File: config.mk
export PLATFORM = sky130hd
export DESIGN_NAME = serial_twos_negate
export DESIGN_NICKNAME = d
export VERILOG_FILES = /design/src/rtl/alu_pkg.sv /design/src/rtl/digit_negate_slice.sv /design/src/rtl/serial_twos_negate.sv
export SDC_FILE = /design/constraint.sdc
export NUM_CORES = 1
export LEC_CHECK = 0
export ABC_AREA = 1
export ABC_CLOCK_PERIOD_IN_PS = 1400
export BUFFER_PORTS_ARGS = -buffer_cell sky130_fd_sc_hd__buf_2
export CORE_MARGIN = 1.5
export CORE_UTILIZATION = 34
export DETAILED_ROUTE_END_ITERATION = 16
export GPL_TIMING_DRIVEN = 0
export PLACE_DENSITY = 0.63
export SLEW_MARGIN = 0
export SYNTH_ARGS = -nofsm -noshare
export SYNTH_HDL_FRONTEND = slang
export SYNTH_HIERARCHICAL = 1
export SYNTH_SLANG_ARGS = --single-unit
File: constraint.sdc
create_clock -name clock -period 1.4 [get_ports clock]
set_input_delay 0.07 -clock clock [delete_from_list [all_inputs] [get_ports clock]]
set_output_delay 0.07 -clock clock [all_outputs]
set_load 0.01 [all_outputs]
File: src/rtl/alu_pkg.sv
// Shared definitions for the serial ALU helpers: FSM encoding and default sizing.
// The default step count and counter width follow from the 32-bit, 4-bit-digit configuration.
package alu_pkg;

  localparam int WIDTH_DEF = 32;
  localparam int DIGIT_DEF = 4;
  localparam int STEPS     = WIDTH_DEF / DIGIT_DEF;
  localparam int STEP_W    = (STEPS > 1) ? $clog2(STEPS) : 1;

  typedef enum logic [1:0] {
    IDLE = 2'd0,
    BUSY = 2'd1,
    DONE = 2'd2
  } state_e;

endpackage

File: src/rtl/digit_negate_slice.sv
// One digit of conditional invert plus carry-in add; purely combinational.
// Chained across cycles by the caller through a registered carry.
module digit_negate_slice
  import alu_pkg::*;
#(
  parameter int DIGIT = DIGIT_DEF
) (
  input  logic [DIGIT-1:0] d_i,
  input  logic             neg_i,
  input  logic             carry_i,
  output logic [DIGIT-1:0] sum_o,
  output logic             carry_o
);

  logic [DIGIT:0] sum;

  assign sum = {1'b0, d_i ^ {DIGIT{neg_i}}} + {{DIGIT{1'b0}}, carry_i};
  assign {carry_o, sum_o} = sum;

endmodule

File: src/rtl/serial_twos_negate.sv
// Digit-serial conditional two's-complement negate: result after WIDTH/DIGIT cycles of BUSY.
// One operand in flight; in_ready low while BUSY/DONE, and DONE holds until out_ready.
module serial_twos_negate
  import alu_pkg::*;
#(
  parameter int WIDTH = WIDTH_DEF,
  parameter int DIGIT = DIGIT_DEF
) (
  input  logic             clock,
  input  logic             resetn,
  input  logic             in_valid,
  output logic             in_ready,
  input  logic [WIDTH-1:0] in_data,
  input  logic             in_neg,
  output logic             out_valid,
  input  logic             out_ready,
  output logic [WIDTH-1:0] out_data,
  output logic             out_ovf,
  output logic             out_zero
);

  localparam int NSTEP = WIDTH / DIGIT;
  localparam int CNT_W = (NSTEP > 1) ? $clog2(NSTEP) : 1;
  localparam logic [CNT_W-1:0] LAST    = CNT_W'(NSTEP - 1);
  localparam logic [WIDTH-1:0] MIN_NEG = {1'b1, {(WIDTH-1){1'b0}}};

  state_e           state_q, state_d;
  logic [WIDTH-1:0] op_q, op_d;
  logic [WIDTH-1:0] res_q, res_d;
  logic             neg_q, neg_d;
  logic             carry_q, carry_d;
  logic             ovf_q, ovf_d;
  logic [CNT_W-1:0] step_q, step_d;
  logic [DIGIT-1:0] dig_sum;
  logic             dig_cout;

  digit_negate_slice #(.DIGIT(DIGIT)) u_slice (
    .d_i     (op_q[DIGIT-1:0]),
    .neg_i   (neg_q),
    .carry_i (carry_q),
    .sum_o   (dig_sum),
    .carry_o (dig_cout)
  );

  always_comb begin
    state_d   = state_q;
    op_d      = op_q;
    res_d     = res_q;
    neg_d     = neg_q;
    carry_d   = carry_q;
    ovf_d     = ovf_q;
    step_d    = step_q;
    in_ready  = 1'b0;
    out_valid = 1'b0;
    case (state_q)
      IDLE: begin
        in_ready = 1'b1;
        if (in_valid) begin
          state_d = BUSY;
          op_d    = in_data;
          neg_d   = in_neg;
          carry_d = in_neg;
          step_d  = '0;
          ovf_d   = in_neg & (in_data == MIN_NEG);
        end
      end
      BUSY: begin
        // Low digit first; after NSTEP shifts digit 0 lands at the LSB end.
        op_d    = op_q >> DIGIT;
        res_d   = {dig_sum, res_q[WIDTH-1:DIGIT]};
        carry_d = dig_cout;
        step_d  = step_q + CNT_W'(1);
        if (step_q == LAST) begin
          state_d = DONE;
          step_d  = '0;
        end
      end
      DONE: begin
        out_valid = 1'b1;
        if (out_ready) state_d = IDLE;
      end
      default: state_d = IDLE;
    endcase
  end

  always_ff @(posedge clock or negedge resetn) begin
    if (!resetn) begin
      state_q <= IDLE;
      op_q    <= '0;
      res_q   <= '0;
      neg_q   <= 1'b0;
      carry_q <= 1'b0;
      ovf_q   <= 1'b0;
      step_q  <= '0;
    end else begin
      state_q <= state_d;
      op_q    <= op_d;
      res_q   <= res_d;
      neg_q   <= neg_d;
      carry_q <= carry_d;
      ovf_q   <= ovf_d;
      step_q  <= step_d;
    end
  end

  // Result register is only exposed once complete, so partial digits never leak out.
  assign out_data = (state_q == DONE) ? res_q : '0;
  assign out_ovf  = (state_q == DONE) & ovf_q;
  assign out_zero = (state_q == DONE) & (res_q == '0);

endmodule

; Word-level counts from Yosys, hierarchy flattened
; Cells that the tools add are included.
[totals]
ff_bits = 72
out_inout_bits = 36
elab_cells = 40
[classes]
n_addsub = 2
eq_ne = 7
n_mux = 14
bitwise = 4
n_reduce_logical = 6
[ops]
columns = operator, count
row1 = $mux W32, 2
row2 = $pmux W32 S2, 1
row3 = $eq A32 B32 Y1 const B, 1
row4 = $logic_not A32 Y1, 1
row5 = $mux W2, 3
row6 = $mux W3, 2
row7 = $ne A2 B2 Y1 const B, 3
row8 = $pmux W2 S3, 1
row9 = $pmux W3 S2, 1
row10 = $add A4 B1 Y5, 1
row11 = $reduce_and A2 Y1, 2
row12 = $xor A4 B4 Y4, 1
row13 = $add A3 B1 Y3 const B, 1
row14 = $and A1 B1 Y1, 3
row15 = $eq A3 B3 Y1 const B, 1
row16 = $mux W1, 3
row17 = $reduce_and A3 Y1, 1
row18 = $eq A2 B1 Y1 const B, 1
row19 = $eq A2 B2 Y1 const B, 1
row20 = $logic_not A2 Y1, 1
row21 = $pmux W1 S2, 1
row22 = $reduce_bool A2 Y1, 1

; Depth between registers and ports, before layout
[logic_depth]
depth_word = 3
mapped_depth = 9
mapped_depth_nobuf = 8

; Cells and area by module
; The synthesis kept the hierarchy.
[modules_own_cells]
columns = module, n_inst, cells_per_inst, area_each_um2
row1 = serial_twos_negate, 1, 425, 3408.3
row2 = digit_negate_slice, 1, 27, 187.7

; Worst setup path after synthesis
; Ideal clock, no wire load.
[synth_path]
kind = register to register
startpoint = register neg_q
endpoint = register carry_q
setup_time_ns = 0.121
t_arrival_ns = 1.318
setup_slack_ns = -0.039
path_stages_with_launch = 9
n_path_buf = 1
path_cell_list = dfrtp_1 > buf_6 > xor2_1 > ha_1 > ha_1 > inv_1 > nor3_2 > a21oi_1 > nand2_1
[synth_via]
elab_chain_len = 3
[synth_rtl]
columns = element, line
row1 = "start, declared", serial_twos_negate.sv:30  ; logic neg_q, neg_d;
row2 = "start signal, assigned", serial_twos_negate.sv:99  ; neg_q <= neg_d;
row3 = $xor A4 B4 Y4, digit_negate_slice.sv:17  ; assign sum = {1'b0, d_i ^ {DIGIT{neg_i}}} + {{DIGIT{1'b0}}, carry_i};
row4 = $add A4 B1 Y5, digit_negate_slice.sv:17
row5 = via dig_cout, serial_twos_negate.sv:35  ; logic dig_cout;
row6 = $pmux W1 S2, serial_twos_negate.sv:55  ; case (state_q)
row7 = "end signal, assigned", serial_twos_negate.sv:100  ; carry_q <= carry_d;
row8 = "end, declared", serial_twos_negate.sv:31  ; logic carry_q, carry_d;
; The timed path passes the listed nets, and every way through them passes these cells.
; A chain may end at the register's enable or synchronous reset.

; Worst setup path in the final report
[layout_path]
startpoint = register state_q[0]
endpoint = output port out_zero
[layout_via]
elab_chain_len = 2
[layout_rtl]
columns = element, line
row1 = "start, declared", serial_twos_negate.sv:27  ; state_e state_q, state_d;
row2 = "start signal, assigned", serial_twos_negate.sv:96  ; state_q <= state_d;
row3 = $eq A2 B2 Y1, serial_twos_negate.sv:109  ; assign out_zero = (state_q == DONE) & (res_q == '0);
row4 = $and A1 B1 Y1, serial_twos_negate.sv:109
row5 = "end, declared", serial_twos_negate.sv:19  ; output logic out_zero
; No other way between the ends.

==> results.yml <==
clock_tree:
  clk_pin_slew_ns: 0.08
  cts_root_buffer: "clkbuf_8"
  clockBufferDepth: 2
  cts_buffers: 9
  cts.sinks: 72
  htree_levels: 3
  cts_tree: "built"
  clk_latency_ns: 0.34
min_path:
  hold_path_class: "in -> reg"
power:
  ir_drop_uv: 1195
  p_per_area_nw_per_um2: 2295
  cellLeakagePower_nw: 2.685
  total_power_mw: 12.32
finish:
  final-instance-count-excl-fill: 734
  multiInputGateArea_um2: 1605
  n_antenna_cell: 0
  regArea_um2: 1804
  design.final.nets: 634
  num-fill-cells: 966
  final_util_pct: 52.24
  final_area_um2: 5369
  layout-drive-gt1-share_pct: 41.30
  area_growth_pct: 49.30
die:
  chipWidth_um: 105.8
  ioPinCount: 73
  row_count: 37
  core_area_um2: 10280
  die_h_um: 105.8
  design.die.area_um2: 11200
  start_util_pct: 34.99
synthesis:
  synthFlopType: "dfrtp_1"
  synth_cells: 452
  synth_area_um2: 3596
  synth-seq-cells: 72
  synth.distinct_cells: 29
  synth_seq_area_share_pct: 50.10
  syn_nets: 493
  synth-edff-count: 0
  synth.top_cell.area_share_pct: 50.10
  synthTopCellsByArea: "dfrtp_1 50%, nand2_1 9.6%, inv_1 7.4%"
  synth_area_per_cell_um2: 7.956
  synth_largest_area_cell: "dfrtp_1"
  yosys_warnings: 6
  async_flop_share_pct: 100.0
timing:
  setup_viol: 41
  min_period_ns: 1.484
  fin_crit_sh_pct: 106.0
  hold_slack_ns: 0.007496
  rsz0062_at_grt: "true"
  fin_ws_ns: -0.08446
  tightest_slew_ns: 0.3630
  slew_headroom_pct: 75.80
  final.setup.tns_ns: -1.140
  skew_ns: 0.009523
  hold_viol: 0
  max_freq_mhz: 673.6
  slew_viol_final: 0
place:
  place_congestion: 0.8450
  io_buffers: 72
  pre_cts_ws_ns: -0.1473
  dp.cells: 661
  postPlaceCellArea_um2: 4172
  dp_hpwl_um: 6377
status:
  outcome: "complete, but fails checks"
  violations: "setup timing"
worst_setup_path:
  crit_chain: "inv_2 -> nand2_8 -> nor2_1 -> nand3_1 -> nor2_1 -> buf_2"
  path_delay_family: "simple AND/OR/NAND/NOR gates"
  startpoint_type: "flip-flop"
  crit_required_ns: 1.33
  critPathKind: "reg -> out"
  crit_top_cell: "nor2_1"
  critPathMaxFanout: 9
  cp_slowest_stage_delay_ns: 0.40
  path_buf_inv: 2
  critical_path.slowest_cell: "dfrtp_1"
  endpoint_kind: "output port"
  crit_arrival_ns: 1.41
global_route:
  antenna_found_initial: 0
  grt_pass1_wl_um: 15930
  grt_use_total_pct: 17.40
  grt_max_degree: 71
  grt-ovfl-total: 0
  grt_pass1_vias: 3456
flow_run:
  cap_violations: 0
routing:
  drt_iter0_drc: 165
  antenna_left: 0
  drcViolationCount: 0
  vias_per_cell: 4.756
  dr.pass1.iters: 4
  wl_um: 9916
  vias: 3491
  wire_per_inst_um: 13.51
==> Yosys cell counts (4+ instances only) <==
library cell,count
o21ai_1,33
buf_2,10
clkbuf_1,4
o21ai_0,37
buf_4,6
nand2_2,5
nand4_1,6
nand2_1,92
nor2_1,60
ha_1,4
dfrtp_1,72
nand3_1,7
o211ai_1,24
inv_1,71
==> worst min-delay path, stage by stage <==
cell,delay (ns)
buf_2,0.09
o211ai_1,0.08
o21ai_1,0.07
==> sequential cells by signal, summed over array words and instances (netlist names) <==
register,count
op_q,32
res_q,32
step_q,3
state_q,2
carry_q,1
neg_q,1
ovf_q,1
==> per-layer routing <==
layer | wire length [um] | vias to the layer above | GRT usage, % | part of all wire, %
met5 | 0 | - | 0 | 0
met4 | 150 | 0 | 3.668 | 1.5
met3 | 449 | 17 | 3.834 | 4.5
met2 | 4989 | 89 | 30.47 | 50
met1 | 4327 | 1669 | 21.95 | 44
li1 | - | 1716 | - | -
==> layout make-up <==
class                   instances  area share (%)
well taps                     136           3.169
multi-input cells             283           29.90
plain buffers                  22           4.708
repair buffers                130           18.97
inverters                      75           5.570
clock buffers                   9           2.307
flip-flops and latches         72           33.61
clock inverters                 7           1.771
==> power by group <==
group	total (mW)	switching (mW)	leakage, nW	internal (mW)
registers	3.56	0.515	0.896	3.04
clock network	1.84	0.833	0.110	1.01
logic	6.92	3.62	1.68	3.30
total	12.3	4.97	2.69	7.35
==> timing repair <==
action,4_1_cts,5_1_grt
setup endpoints to repair,52,102
gates resized for setup,54,97
pin swaps,12,22
buffers inserted,26,11
hold buffers,10,0
hold endpoints to repair,81,0
cloned,3,8
==> worst paths after layout <==
| path | endpoint | depth (start not counted) | slack [ns] | start |
|---|---|---|---|---|
| worst max-delay path | out_zero | 6 | -0.08 | state_q[0] |
| worst min-delay path | op_q[10] | 3 | 0.007 | in_data[10] |
| worst max register to register | step_q[0] | 10 | -0.08 | state_q[0] |
| worst min register to register | res_q[20] | 2 | 0.49 | res_q[24] |
| max in group asynchronous | neg_q | 3 | 0.78 | resetn |
| min in group asynchronous | res_q[2] | 2 | 0.06 | resetn |
==> placed cells by master, fill, tap and decap left out, types with 6 or more instances in the layout <==
cell / count
nand2_1: 73
buf_4: 35
inv_1: 50
inv_2: 22
o21ai_2: 6
nand4_1: 6
o211ai_1: 24
buf_8: 10
clkbuf_8: 10
nor2_1: 40
buf_6: 13
nor2_2: 18
o21ai_0: 31
dlygate4sd3_1: 10
dfrtp_1: 70
clkbuf_16: 7
nand3_1: 7
nand2_2: 20
buf_2: 71
o21ai_1: 33
==> cells by family after synthesis <==
group	count (synthesis)	share of synthesized area (%)
AND/OR/NAND/NOR	177	20.49
AO/OA/AOI/OAI	98	15.52
buffers and inverters	98	11.55
flip-flops	72	50.10
adder cells (fa/ha/maj)	4	1.392
XOR/XNOR	3	0.9397
Note: power is estimated with default switching activity, not from simulation.
